--- src/rtl/mc_recfg_delay_mem_pkg.sv ---
// Shared helpers for the multi-channel reconfigurable delay line:
// width helpers, length clamping and default field types.
package delay_chain_pkg;

  // Width needed to hold a length value in 0..max_len.
  function automatic int len_width(input int max_len);
    return $clog2(max_len + 1);
  endfunction

  // Width of a circular-buffer pointer for a buffer of max_len entries.
  function automatic int ptr_width(input int max_len);
    return (max_len > 1) ? $clog2(max_len) : 1;
  endfunction

  // Saturate a requested length into the supported range.
  function automatic int clamp_len(input int len, input int min_len, input int max_len);
    if (len < min_len) return min_len;
    if (len > max_len) return max_len;
    return len;
  endfunction

  localparam int DEF_MAX_LEN = 16;
  localparam int DEF_LW      = len_width(DEF_MAX_LEN);
  localparam int DEF_PW      = ptr_width(DEF_MAX_LEN);

  typedef logic [DEF_LW-1:0] len_t;
  typedef logic [DEF_PW-1:0] ptr_t;

endpackage

--- src/rtl/mc_recfg_delay_mem_if.sv ---
// Per-channel stream bus: strobes, lengths and samples in; delayed samples out.
interface mc_recfg_delay_mem_if
  import delay_chain_pkg::*;
#(
  parameter int DW      = 8,
  parameter int CH      = 4,
  parameter int MAX_LEN = 16,
  parameter int LW      = len_width(MAX_LEN)
) ();

  logic [CH-1:0]    en;
  logic [CH-1:0]    clr;
  logic [CH*LW-1:0] length;
  logic [CH*DW-1:0] din;
  logic [CH*DW-1:0] dout;
  logic [CH-1:0]    dout_vld;

  modport master (
    output en, clr, length, din,
    input  dout, dout_vld
  );

  modport slave (
    input  en, clr, length, din,
    output dout, dout_vld
  );

endinterface

--- src/rtl/mc_recfg_delay_mem_chan.sv ---
// One delay channel: circular sample buffer, write pointer, fill counter,
// registered output and a zero-length bypass path.
module delay_mem_chan
  import delay_chain_pkg::*;
#(
  parameter int DW      = 8,
  parameter int MAX_LEN = 16,
  parameter int MIN_LEN = 0,
  parameter int LW      = len_width(MAX_LEN)
) (
  input  logic          clk,
  input  logic          rst_n,
  input  logic          en,
  input  logic          clr,
  input  logic [LW-1:0] length,
  input  logic [DW-1:0] din,
  output logic [DW-1:0] dout,
  output logic          dout_vld
);

  localparam int PW = ptr_width(MAX_LEN);
  // Wide enough for wp + MAX_LEN during the modular read-address math.
  localparam int AW = LW + 1;

  logic [DW-1:0] mem [MAX_LEN];

  logic [PW-1:0] wp_q, wp_d;
  logic [LW-1:0] fill_q, fill_d;
  logic [DW-1:0] dout_q, dout_d;
  logic          vld_q, vld_d;

  logic [LW-1:0] eff_len;
  logic [AW-1:0] back;
  logic [AW-1:0] base;
  logic [PW-1:0] rd_addr;
  logic          we;

  // Clamp the live length and locate the tap L-1 beats behind the write pointer.
  always_comb begin
    eff_len = LW'(clamp_len(int'(length), MIN_LEN, MAX_LEN));
    back    = AW'(eff_len) - AW'(1);
    base    = '0;
    if (AW'(wp_q) >= back) begin
      base = AW'(wp_q) - back;
    end else begin
      base = AW'(wp_q) + AW'(MAX_LEN) - back;
    end
    rd_addr = base[PW-1:0];
    // A clear on the same edge drops the incoming sample.
    we      = en & ~clr;
  end

  // Next-state for pointer, fill level and output register.
  always_comb begin
    wp_d   = wp_q;
    fill_d = fill_q;
    dout_d = dout_q;
    vld_d  = vld_q;
    if (clr) begin
      wp_d   = '0;
      fill_d = '0;
      vld_d  = 1'b0;
    end else if (en) begin
      wp_d   = (wp_q == PW'(MAX_LEN - 1)) ? '0 : wp_q + PW'(1);
      fill_d = (fill_q == LW'(MAX_LEN)) ? fill_q : fill_q + LW'(1);
      vld_d  = (AW'(fill_q) + AW'(1)) >= AW'(eff_len);
      // L=1 means "this beat's sample"; it is not in the buffer yet.
      dout_d = (eff_len <= LW'(1)) ? din : mem[rd_addr];
    end
  end

  // Sample buffer: no reset, stale contents are masked by the fill count.
  always_ff @(posedge clk) begin
    if (we) begin
      mem[wp_q] <= din;
    end
  end

  // State registers; reset discards all history at once.
  always_ff @(posedge clk or negedge rst_n) begin
    if (!rst_n) begin
      wp_q   <= '0;
      fill_q <= '0;
      dout_q <= '0;
      vld_q  <= 1'b0;
    end else begin
      wp_q   <= wp_d;
      fill_q <= fill_d;
      dout_q <= dout_d;
      vld_q  <= vld_d;
    end
  end

  // Zero length is a pure wire from din to dout.
  always_comb begin
    dout     = (eff_len == '0) ? din  : dout_q;
    dout_vld = (eff_len == '0) ? 1'b1 : vld_q;
  end

endmodule

--- src/rtl/mc_recfg_delay_mem.sv ---
// Multi-channel run-time reconfigurable delay line: one independent
// memory-backed delay channel per lane, sliced out of flat buses.
module mc_recfg_delay_mem
  import delay_chain_pkg::*;
#(
  parameter int DW      = 8,
  parameter int CH      = 4,
  parameter int MAX_LEN = 16,
  parameter int MIN_LEN = 0
) (
  input  logic                  clk,
  input  logic                  rst_n,
  mc_recfg_delay_mem_if.slave   bus
);

  localparam int LW = len_width(MAX_LEN);

  logic [CH-1:0][DW-1:0] dout_w;
  logic [CH-1:0]         vld_w;

  for (genvar gi = 0; gi < CH; gi++) begin : g_chan
    delay_mem_chan #(
      .DW      (DW),
      .MAX_LEN (MAX_LEN),
      .MIN_LEN (MIN_LEN),
      .LW      (LW)
    ) u_chan (
      .clk      (clk),
      .rst_n    (rst_n),
      .en       (bus.en[gi]),
      .clr      (bus.clr[gi]),
      .length   (bus.length[gi*LW +: LW]),
      .din      (bus.din[gi*DW +: DW]),
      .dout     (dout_w[gi]),
      .dout_vld (vld_w[gi])
    );
  end

  assign bus.dout     = dout_w;
  assign bus.dout_vld = vld_w;

endmodule
--- src/flat_wrapper.sv ---
// flat-port wrapper written by rule: the top's interface ports become plain ports
module mc_recfg_delay_mem_flat import delay_chain_pkg::*;
#(
  parameter int DW      = 8,
  parameter int CH      = 4,
  parameter int MAX_LEN = 16,
  parameter int MIN_LEN = 0
)
  (clk, rst_n, bus_en, bus_clr, bus_length, bus_din, bus_dout, bus_dout_vld);
  mc_recfg_delay_mem_if #(.DW(DW), .CH(CH), .MAX_LEN(MAX_LEN)) bus_i ();
  input  logic clk;
  input  logic rst_n;
  input wire logic [$bits(bus_i.en)-1:0] bus_en;
  input wire logic [$bits(bus_i.clr)-1:0] bus_clr;
  input wire logic [$bits(bus_i.length)-1:0] bus_length;
  input wire logic [$bits(bus_i.din)-1:0] bus_din;
  output wire logic [$bits(bus_i.dout)-1:0] bus_dout;
  output wire logic [$bits(bus_i.dout_vld)-1:0] bus_dout_vld;
  assign bus_i.en = bus_en;
  assign bus_i.clr = bus_clr;
  assign bus_i.length = bus_length;
  assign bus_i.din = bus_din;
  assign bus_dout = bus_i.dout;
  assign bus_dout_vld = bus_i.dout_vld;
  mc_recfg_delay_mem #(.DW(DW), .CH(CH), .MAX_LEN(MAX_LEN), .MIN_LEN(MIN_LEN)) u_core (.clk(clk), .rst_n(rst_n), .bus(bus_i));
endmodule
--- config.mk ---
export PLATFORM = sky130hd
export DESIGN_NAME = mc_recfg_delay_mem_flat
export DESIGN_NICKNAME = d
export VERILOG_FILES = /design/src/rtl/mc_recfg_delay_mem_pkg.sv /design/src/rtl/mc_recfg_delay_mem_if.sv /design/src/rtl/mc_recfg_delay_mem_chan.sv /design/src/rtl/mc_recfg_delay_mem.sv /design/src/flat_wrapper.sv
export SDC_FILE = /design/constraint.sdc
export NUM_CORES = 1
export LEC_CHECK = 0
export BUFFER_PORTS_ARGS = -buffer_cell sky130_fd_sc_hd__buf_2
export CAP_MARGIN = 40
export CORE_MARGIN = 1.5
export CORE_UTILIZATION = 25
export CTS_BUF_LIST = sky130_fd_sc_hd__clkbuf_4
export CTS_CLUSTER_SIZE = 10
export DETAILED_ROUTE_END_ITERATION = 8
export PLACE_DENSITY = 0.43
export SETUP_SLACK_MARGIN = 0.4
export SYNTH_ARGS = -nofsm -noshare
export SYNTH_HDL_FRONTEND = slang
export SYNTH_SLANG_ARGS = --single-unit
--- constraint.sdc ---
create_clock -name clk -period 7.2 [get_ports clk]
set_input_delay 0 -clock clk [delete_from_list [all_inputs] [get_ports clk]]
set_output_delay 0 -clock clk [all_outputs]
set_load 0.02 [all_outputs]
# ---- Yosys cells after proc, flatten, opt, wreduce, memory -nomap -nowiden
# Memories as Yosys holds them, arrays and structs flattened.
# Index checks and enable logic that the tools add are counted.
dict set report totals {
  reg_bits 72
  inputBits 62
  mem_count 4
  ramBits 512
  output_inout_bits 36
  elab_cells 168
}
dict set report classes {
  addsub 28
  eq_ne 12
  bitwise_logic 8
  n_mux 68
  reduce_logical 16
  magnitude_cmp 16
}
# name depth word_bits rd rd_ports_with_merged_regs wr line_no
set mem_list {}
lappend mem_list {{u_core.g_chan[0].u_chan.mem} 16 8 1 0 1 mc_recfg_delay_mem_chan.sv:25} ;# logic [DW-1:0] mem [MAX_LEN];
lappend mem_list {{u_core.g_chan[1].u_chan.mem} 16 8 1 0 1 mc_recfg_delay_mem_chan.sv:25}
lappend mem_list {{u_core.g_chan[2].u_chan.mem} 16 8 1 0 1 mc_recfg_delay_mem_chan.sv:25}
lappend mem_list {{u_core.g_chan[3].u_chan.mem} 16 8 1 0 1 mc_recfg_delay_mem_chan.sv:25}
# op n
set op_table {}
lappend op_table {{2-to-1 mux 5 bit} 20}
lappend op_table {{2-to-1 mux 4 bit} 16}
lappend op_table {{2-to-1 mux 8 bit} 8}
lappend op_table {{adder 4 x 1 -> 4 bit, second input constant} 8}
lappend op_table {{subtractor 4 bit} 8}
lappend op_table {{adder 5 x 1 -> 6 bit, second input constant} 4}
lappend op_table {{>= comparator 4 x 6 -> 1 bit} 4}
lappend op_table {{>= comparator 6 x 5 -> 1 bit} 4}
lappend op_table {{2-to-1 mux 1 bit} 24}
lappend op_table {{subtractor 5 x 1 -> 6 bit, second input constant} 4}
lappend op_table {{adder 5 x 1 -> 5 bit, second input constant} 4}
lappend op_table {{equality test 5 bit, second input constant} 4}
lappend op_table {{> comparator 5 bit, second input constant} 4}
lappend op_table {{<= comparator 5 x 1 -> 1 bit, second input constant} 4}
lappend op_table {{logical NOT 5 bit} 4}
lappend op_table {{equality test 4 bit, second input constant} 4}
lappend op_table {{AND reduction 2 bit} 8}
lappend op_table {{inequality test 2 bit, second input constant} 4}
lappend op_table {{nonzero test 2 bit} 4}
lappend op_table {{bitwise AND 1 bit} 4}
lappend op_table {{inverter 1 bit} 4}

# ---- Logic depth before layout (Yosys ltp)
# Gate-level depths: netlist of run 1.
# An unclocked memory read counts as a cell.
dict set report logic_depth {
  ltp_word 8
  mapped_depth 13
  mapped_depth_nobuf 11
}

# ---- Cells and area by module
# From an unflattened synthesis of run 1, not the netlist that was laid out.
dict set report unflattened {
  cells_unflattened 1475
  area_unflattened_um2 25380.6
}
# module cells_each area_each_um2 instances
set by_module_without_submodules {}
lappend by_module_without_submodules {{delay_mem_chan (u_core.g_chan[0].u_chan ...)} 369 6343.6 3}
lappend by_module_without_submodules {{delay_mem_chan (u_core.g_chan[3].u_chan)} 368 6349.8 1}

# ---- Worst setup path before layout of run 1
# OpenSTA, ideal clock, no wires.
dict set report synth_timing {
  path_kind {register to register}
  from {reg u_core.g_chan[0].u_chan.wp_q[0]}
  to {reg u_core.g_chan[0].u_chan.dout_q[5]}
  path_stages_with_launch 10
  setup_ps 123
  setup_slack_ps 4474
  arrival_time_ps 2603
  cell_sequence {dfrtp_1 -> inv_1 -> ha_1 -> fa_1 -> buf_1 -> buf_2 -> mux4_2 -> mux2i_1 -> a21oi_1 -> o221a_2}
}
dict set report synth_via {
  elab_chain_len 5
}
# item line_no
set synth_lines {}
lappend synth_lines {{start, declared} mc_recfg_delay_mem_chan.sv:27} ;# logic [PW-1:0] wp_q, wp_d;
lappend synth_lines {{start signal, assigned} mc_recfg_delay_mem_chan.sv:87} ;# wp_q <= wp_d;
lappend synth_lines {{adder 4 x 1 -> 4 bit} mc_recfg_delay_mem_chan.sv:46} ;# base = AW'(wp_q) + AW'(MAX_LEN) - back;
lappend synth_lines {{subtractor 4 bit} mc_recfg_delay_mem_chan.sv:46}
lappend synth_lines {{2-to-1 mux 4 bit (*)} mc_recfg_delay_mem_chan.sv:43} ;# if (AW'(wp_q) >= back) begin
lappend synth_lines {{memory (16 x 8 bit) (*)} -}
lappend synth_lines {{2-to-1 mux 8 bit (*)} mc_recfg_delay_mem_chan.sv:68} ;# dout_d = (eff_len <= LW'(1)) ? din : mem[rd_addr];
lappend synth_lines {{end signal, assigned} mc_recfg_delay_mem_chan.sv:89} ;# dout_q <= dout_d;
lappend synth_lines {{end, declared} mc_recfg_delay_mem_chan.sv:29} ;# logic [DW-1:0] dout_q, dout_d;
# Every way passes the cells marked *; elsewhere a longest branch is shown, timed or not.
# A chain may end at the register's enable or synchronous reset.

# ---- Worst setup path in the final report of run 1
dict set report layout_timing {
  from {reg u_core.g_chan[3].u_chan.wp_q[0]}
  to {reg u_core.g_chan[3].u_chan.dout_q[3]}
}
dict set report layout_via {
  elab_chain_len 5
}
# item line_no
set layout_lines {}
lappend layout_lines {{start, declared} mc_recfg_delay_mem_chan.sv:27}
lappend layout_lines {{start signal, assigned} mc_recfg_delay_mem_chan.sv:87}
lappend layout_lines {{adder 4 x 1 -> 4 bit} mc_recfg_delay_mem_chan.sv:46}
lappend layout_lines {{subtractor 4 bit} mc_recfg_delay_mem_chan.sv:46}
lappend layout_lines {{2-to-1 mux 4 bit (*)} mc_recfg_delay_mem_chan.sv:43}
lappend layout_lines {{memory (16 x 8 bit) (*)} -}
lappend layout_lines {{2-to-1 mux 8 bit (*)} mc_recfg_delay_mem_chan.sv:68}
lappend layout_lines {{end signal, assigned} mc_recfg_delay_mem_chan.sv:89}
lappend layout_lines {{end, declared} mc_recfg_delay_mem_chan.sv:29}
# Marks and branches as above.

==> reports/summary.txt, run 1 <==
Status -> finished clean
Die area -> 104000 sq um
Power per standard cell area -> 267 nW/um^2
Overflow left after global routing -> 0
Clk buf depth -> 3
Routed met2 length -> 31500 um
Metal3 WL -> 2940 um
Placer Congestion -> 0.716
Initial antenna violation count -> 3
Via count -> 14800
Mapped Area -> 25600 sq um
Total core area -> 102000 sq um
Slew Limit Fails -> 0
Unique masters post-synth -> 51
TNS Setup -> 0 ns
CP required -> 8.07 ns
Placed cell area -> 27700 sq um
Fin area -> 31300 sq um
Data arrival, critical path -> 4.50 ns
Die Ht -> 323 um
Hold Path Stages -> 7
DR iter-0 viols -> 1016
CP Capture Type -> flip-flop
Detail Route Antenna Nets -> 0
Critical Path, Cell by Cell -> inv_1, ha_2, fa_1, buf_4, mux4_2, mux2i_1, mux2i_1, nor2_1, a211oi_1, dlygate4sd3_1
Nets -> 2064
Clock slew at reported path FFs -> 0.07 ns
Mapped Avg Cell Area -> 16.4 sq um
Peak supply drop -> 0.110 mV
Max transition margin -> 0.415
Reg2reg end -> u_core.g_chan[3].u_chan.dout_q[3]
IO Count -> 98
Buffer count from post-CTS setup fixing -> 0
Class of the tightest hold or removal check -> in2reg
Starting Density -> 0.252
Achievable Freq -> 0.275 GHz
Detailed placer's ending HPWL -> 39600 um
Reg2Reg Depth -> 10
Largest net degree at the start of global routing -> 41
Slowest-stage cell, CP -> fa_1
Most frequent cells in the layout -> edfxtp_1, clkbuf_4, dlygate4sd3_1
Register bit total from synthesis -> 584
CP max FO -> 24
Synthesis warning total -> 0
RSZ-0062 raised after global routing -> false
Vias in the first global route -> 16000
TritonCTS clock tree -> yes
CP Launch Type -> flip-flop
P&R area growth vs syn -> 22.5%
CP most frequent cell -> mux2i_1
Commonest non-fill, non-tap cell in the layout -> edfxtp_1
Register area share after synthesis -> 0.672
CP top delay family -> buffers and inverters
First-pass GRT wire length -> 98300 um
Worst-margin pin slew -> 0.874 ns
Crit Path Category -> reg2reg
Clock Latency Late Sink -> 1.01 ns
FP Rows -> 117
Hold endpoint -> u_core.g_chan[1].u_chan.dout_q[3]
Post-Syn Nets -> 1696
HP Start -> bus_length[6]
Final total power -> 8.35 mW
Uppermost layer routed -> met4
Remaining DRCs -> 0
Async set-reset flop share out of synthesis -> 0.123
Place WS -> 3.80 ns
Max-cap violations -> 0
Slowest Stage Delay on Critical Path -> 0.79 ns
Via density per instance -> 4.34
Final Cycle Share -> 0.505
Mean routed wirelength per cell -> 19.0 um
Post-synth EDFFs -> 512
H-tree depth -> 4
TritonCTS buffer count -> 163
Leak -> 11.0 nW
Clock root buffer -> clkbuf_4
CTS Sinks -> 584
GR Util All Layers -> 0.128
Pre-antenna DRT Iters -> 5
M1 WL -> 29000 um
Horiz. Die Dim -> 323 um
Layout cells sized above 1 -> 0.303
Final setup skew -> 0.0810 ns
Final setup viols -> 0
Input/output buffers -> 97
Hold Vio Cnt, Final -> 0
Worst hold slack -> 0.179 ns
Multi-input gate area -> 7870 sq um
Reg-to-reg critical path startpoint -> u_core.g_chan[3].u_chan.wp_q[0]
Reg area -> 17200 sq um
Register-to-register setup slack -> 3.56 ns
Fill count -> 10200
PostCTS Resize Cnt -> 0
Top_reg_cell synth -> edfxtp_1
Setup ws final -> 3.56 ns
Post-CTS Hold Buffers -> 142
CP Buf/Inv Count -> 3
Min Tclk post-route -> 3.64 ns
Routed WL -> 65100 um
Syn Inst Count -> 1562
layer usage:
metal | vias to the layer above | track usage
li1 | 6906 | -
met2 | 359 | 0.208
met5 | - | 0
met4 | 0 | 0.0567
met1 | 7468 | 0.160
met3 | 109 | 0.0313
sequential cells by signal, indices dropped and copies added (netlist names):
signal,flops
u_core.g_chan.u_chan.mem,512
u_core.g_chan.u_chan.wp_q,16
u_core.g_chan.u_chan.vld_q,4
u_core.g_chan.u_chan.dout_q,32
u_core.g_chan.u_chan.fill_q,20
worst min-delay path, cell delays in order:
cell and delay, ns:
buf_2 0.12, nand2_1 0.13, ha_1 0.17, o21a_1 0.39
nand2_1 0.11, a21oi_1 0.12, or3_1 0.10
synthesized netlist by cell type (all sizes together) (5+ instances only):
cell type | instances | share of area
nor2 | 99 | 0.015
clkbuf | 34 | 0.0050
or3 | 8 | 0.0020
ha | 68 | 0.033
nand4 | 9 | 0.0022
xnor2 | 12 | 0.0041
and2 | 32 | 0.0078
a21oi | 48 | 0.0094
nand2b | 12 | 0.0029
mux2 | 81 | 0.036
nor2b | 33 | 0.0084
xor2 | 26 | 0.0089
nor4 | 19 | 0.0047
and3 | 10 | 0.0024
inv | 30 | 0.0044
nor3 | 15 | 0.0029
buf | 44 | 0.011
a31oi | 5 | 0.0012
mux2i | 53 | 0.021
o22ai | 16 | 0.0039
o21ai | 32 | 0.0063
o221a | 22 | 0.0097
dfrtp | 72 | 0.071
a211oi | 24 | 0.0078
nand3 | 10 | 0.0020
or2 | 5 | 0.0012
nand2 | 100 | 0.015
edfxtp | 512 | 0.60
mux4 | 96 | 0.085
layout make-up:
cell class | instances | share of cell area
multi-input combinational | 868 | 0.252
timing repair buffer | 283 | 0.0733
sequential | 584 | 0.549
antenna | 2 | 0.000160
inverter | 30 | 0.00360
clock inverter | 46 | 0.00992
clock buffer | 241 | 0.0578
tap | 1368 | 0.0547
power breakdown:
part	switching (mW)	total (mW)	internal, mW
registers	0.0623	3.83	3.77
clock network	1.40	3.08	1.67
logic	0.791	1.44	0.646
how the worst max path moves through the flow:
stage / start / end / cells after the start
6_report: u_core.g_chan[3].u_chan.wp_q[0] / u_core.g_chan[3].u_chan.dout_q[3] / 10
2_1_floorplan: u_core.g_chan[0].u_chan.wp_q[0] / u_core.g_chan[0].u_chan.dout_q[5] / 9
5_1_grt: u_core.g_chan[3].u_chan.wp_q[0] / u_core.g_chan[3].u_chan.dout_q[3] / 10
3_5_place_dp: bus_length[9] / u_core.g_chan[1].u_chan.dout_q[4] / 11
4_1_cts: u_core.g_chan[3].u_chan.wp_q[0] / u_core.g_chan[3].u_chan.dout_q[3] / 10
3_3_place_gp: bus_length[9] / u_core.g_chan[1].u_chan.dout_q[7] / 10
logic make-up (layout without fill, tap and decap cells):
group / count (synthesis) / in the layout / share of synthesized area
AOI/OAI and AO/OA: 166 / 166 / 0.0449
and+or+nand+nor: 358 / 358 / 0.0675
other: 0 / 2 / 0
xor gates and xnor gates: 42 / 42 / 0.0167
buffers and inverters: 110 / 600 / 0.0212
adders and majority gates: 72 / 72 / 0.0364
muxes: 230 / 230 / 0.141
DFF: 584 / 584 / 0.672
stage by stage:
stage / cells / util
finish: 3422 / 0.308
global route: 3421 / 0.308
CTS: 3420 / 0.308
detailed placement: 2991 / 0.273
global placement: 2973 / 0.271
floorplan: 1562 / -
Note: power is estimated with default switching activity, not from simulation.
==> run 2: changes to the inputs <==
- PLACE_DENSITY: 0.43 -> 0.44
- clock period: 7.2 -> 3.2 ns (I/O delays scaled with it)
==> reports/summary.txt, run 2 (synthesis gave the netlist of run 1 again) <==
Status -> finished clean
CP Buf/Inv Count -> 2 (-1)
TritonCTS clock tree -> yes
Max reg flops -> 512 (unchanged)
FP Rows -> 117 (unchanged)
Overflow left after global routing -> 0 (unchanged)
Clock Latency Late Sink -> 1.05 ns (+0.04 ns)
Remaining DRCs -> 0 (unchanged)
P&R area growth vs syn -> 24.0%
CP Launch Type -> flip-flop
Slowest-stage cell, CP -> fa_2
Horiz. Die Dim -> 323 um (unchanged)
Metal3 WL -> 2780 um (-5.4%)
RSZ-0062 raised after global routing -> false
Clock slew at reported path FFs -> 0.06 ns (about the same)
CP max FO -> 16 (-33%)
CP required -> 4.10 ns (-3.97 ns)
CP Capture Type -> flip-flop
Pre-antenna DRT Iters -> 5 (unchanged)
Final Cycle Share -> 0.852 (+0.347)
Largest net degree at the start of global routing -> 33 (-20%)
Max-cap violations -> 0 (unchanged)
DR iter-0 viols -> 858 (-16%)
Power per standard cell area -> 609 nW/um^2 (+130%)
Slowest Stage Delay on Critical Path -> 0.59 ns (-0.20 ns)
Initial antenna violation count -> 5 (+2)
Starting Density -> 0.252 (unchanged)
Detailed placer's ending HPWL -> 39300 um (-0.95%)
Die area -> 104000 sq um (unchanged)
Final setup skew -> 0.0854 ns (+0.00448 ns)
Place WS -> 0.180 ns (-3.62 ns)
TritonCTS buffer count -> 164 (+0.61%)
Layout cells sized above 1 -> 0.320 (+0.0175)
Worst hold slack -> 0.161 ns (-0.0182 ns)
Achievable Freq -> 0.367 GHz (+33%)
Nets -> 2070 (+0.29%)
Commonest non-fill, non-tap cell in the layout -> edfxtp_1
GR Util All Layers -> 0.129 (+0.00174)
M1 WL -> 29700 um (+2.4%)
H-tree depth -> 4 (unchanged)
Most frequent cells in the layout -> edfxtp_1, clkbuf_4, dlygate4sd3_1
Clock root buffer -> clkbuf_4
Min Tclk post-route -> 2.73 ns (-0.910 ns)
Worst-margin pin slew -> 0.908 ns (+0.0332 ns)
Biggest register -> u_core.g_chan.u_chan.mem
Data arrival, critical path -> 3.63 ns (-0.87 ns)
IO Count -> 98 (unchanged)
Fill count -> 10200 (+0.53%)
Mean routed wirelength per cell -> 19.4 um (+1.8%)
Setup ws final -> 0.473 ns (-3.09 ns)
TNS Setup -> 0 ns (unchanged)
Routed met2 length -> 32200 um (+2.4%)
First-pass GRT wire length -> 99300 um (+1.0%)
Input/output buffers -> 97 (unchanged)
Hold Vio Cnt, Final -> 0 (unchanged)
Vias in the first global route -> 15700 (-1.4%)
DP Cell Count -> 2993 (+0.067%)
Placer Congestion -> 0.754 (+5.3%)
Leak -> 11.1 nW (+1.3%)
Clk buf depth -> 3 (unchanged)
CTS Sinks -> 584 (unchanged)
Max transition margin -> 0.393 (-0.0222)
Critical Path, Cell by Cell -> inv_1, ha_2, fa_2, bufbuf_16, mux4_2, mux2i_1, a21oi_1, o221a_2
Final setup viols -> 0 (unchanged)
Largest regs -> u_core.g_chan.u_chan.mem (512), u_core.g_chan.u_chan.dout_q (32), u_core.g_chan.u_chan.fill_q (20)
Total core area -> 102000 sq um (unchanged)
Class of the tightest hold or removal check -> in2reg
Via density per instance -> 4.39 (+1.2%)
Via count -> 15100 (+1.7%)
Uppermost layer routed -> met5
Peak supply drop -> 0.303 mV (+180%)
Routed WL -> 66600 um (+2.3%)
Detail Route Antenna Nets -> 0 (unchanged)
Crit Path Category -> reg2reg
Slew Limit Fails -> 0 (unchanged)
Die Ht -> 323 um (unchanged)
CP top delay family -> adder cells
Non-filler cells, final -> 3439 (+0.50%)
run 2: path summary, 6_finish.rpt:
check	from	to	slack, ns	cells after the start
worst min register to register	u_core.g_chan[2].u_chan.vld_q	u_core.g_chan[2].u_chan.vld_q	0.55	2
worst max register to register	u_core.g_chan[0].u_chan.wp_q[0]	u_core.g_chan[0].u_chan.dout_q[1]	0.47	8
max in group asynchronous	rst_n	u_core.g_chan[0].u_chan.dout_q[5]	1.81	7
min in group asynchronous	rst_n	u_core.g_chan[2].u_chan.vld_q	0.52	5
worst min-delay path	bus_length[5]	u_core.g_chan[1].u_chan.dout_q[5]	0.16	9
worst max-delay path	u_core.g_chan[0].u_chan.wp_q[0]	u_core.g_chan[0].u_chan.dout_q[1]	0.47	8
run 2: final cells by class:
type,count,area [sq um],area share
Timing Repair Buffer,288,2500,0.0790
Antenna cell,6,15.0,0.000474
Clock buffer,234,1760,0.0554
Multi-Input combinational cell,868,7970,0.251
Clock inverter,61,440,0.0139
Sequential cell,584,17200,0.542
Tap cell,1368,1710,0.0540
Inverter,30,113,0.00355
run 2: worst reg2reg max path: stages, from the launching register on:
cell and delay, ns:
dfrtp_2 0.41, inv_1 0.11, ha_2 0.21, fa_2 0.59, bufbuf_16 0.33, mux4_2 0.36, mux2i_1 0.26, a21oi_1 0.11
o221a_2 0.24
run 2: per-stage QoR:
stage | utilization | cell area (sq um) | power [mW]
finish | 0.312 | 31700 | 19.3
global route | 0.312 | 31700 | 20.2
CTS | 0.311 | 31600 | 19.6
detailed placement | 0.274 | 27800 | 12.0
global placement | 0.274 | 27800 | 12.0
floorplan | - | 25600 | 10.9
run 2: routing by layer:
layer  vias up  GRT usage
met1      7646      0.165
met4         2     0.0569
li1       6939          -
met5         -          0
met3       143     0.0288
met2       365      0.210
run 2: repair_timing:
item                                    in CTS  in global routing
pin swaps                                    1                  1
hold buffers                               135                  0
cloned                                       3                  0
gates resized for setup                     22                 21
endpoints found under the setup margin      16                 24
hold endpoints to repair                   801                  0
setup buffers                                2                  3
run 2: report_power, final:
group	internal [mW]	total [mW]	leakage (nW)	switching (mW)
sequential	8.48	8.62	5.49	0.139
clock	3.88	7.13	1.29	3.26
combinational	1.65	3.55	4.34	1.89
total	14.0	19.3	11.1	5.29
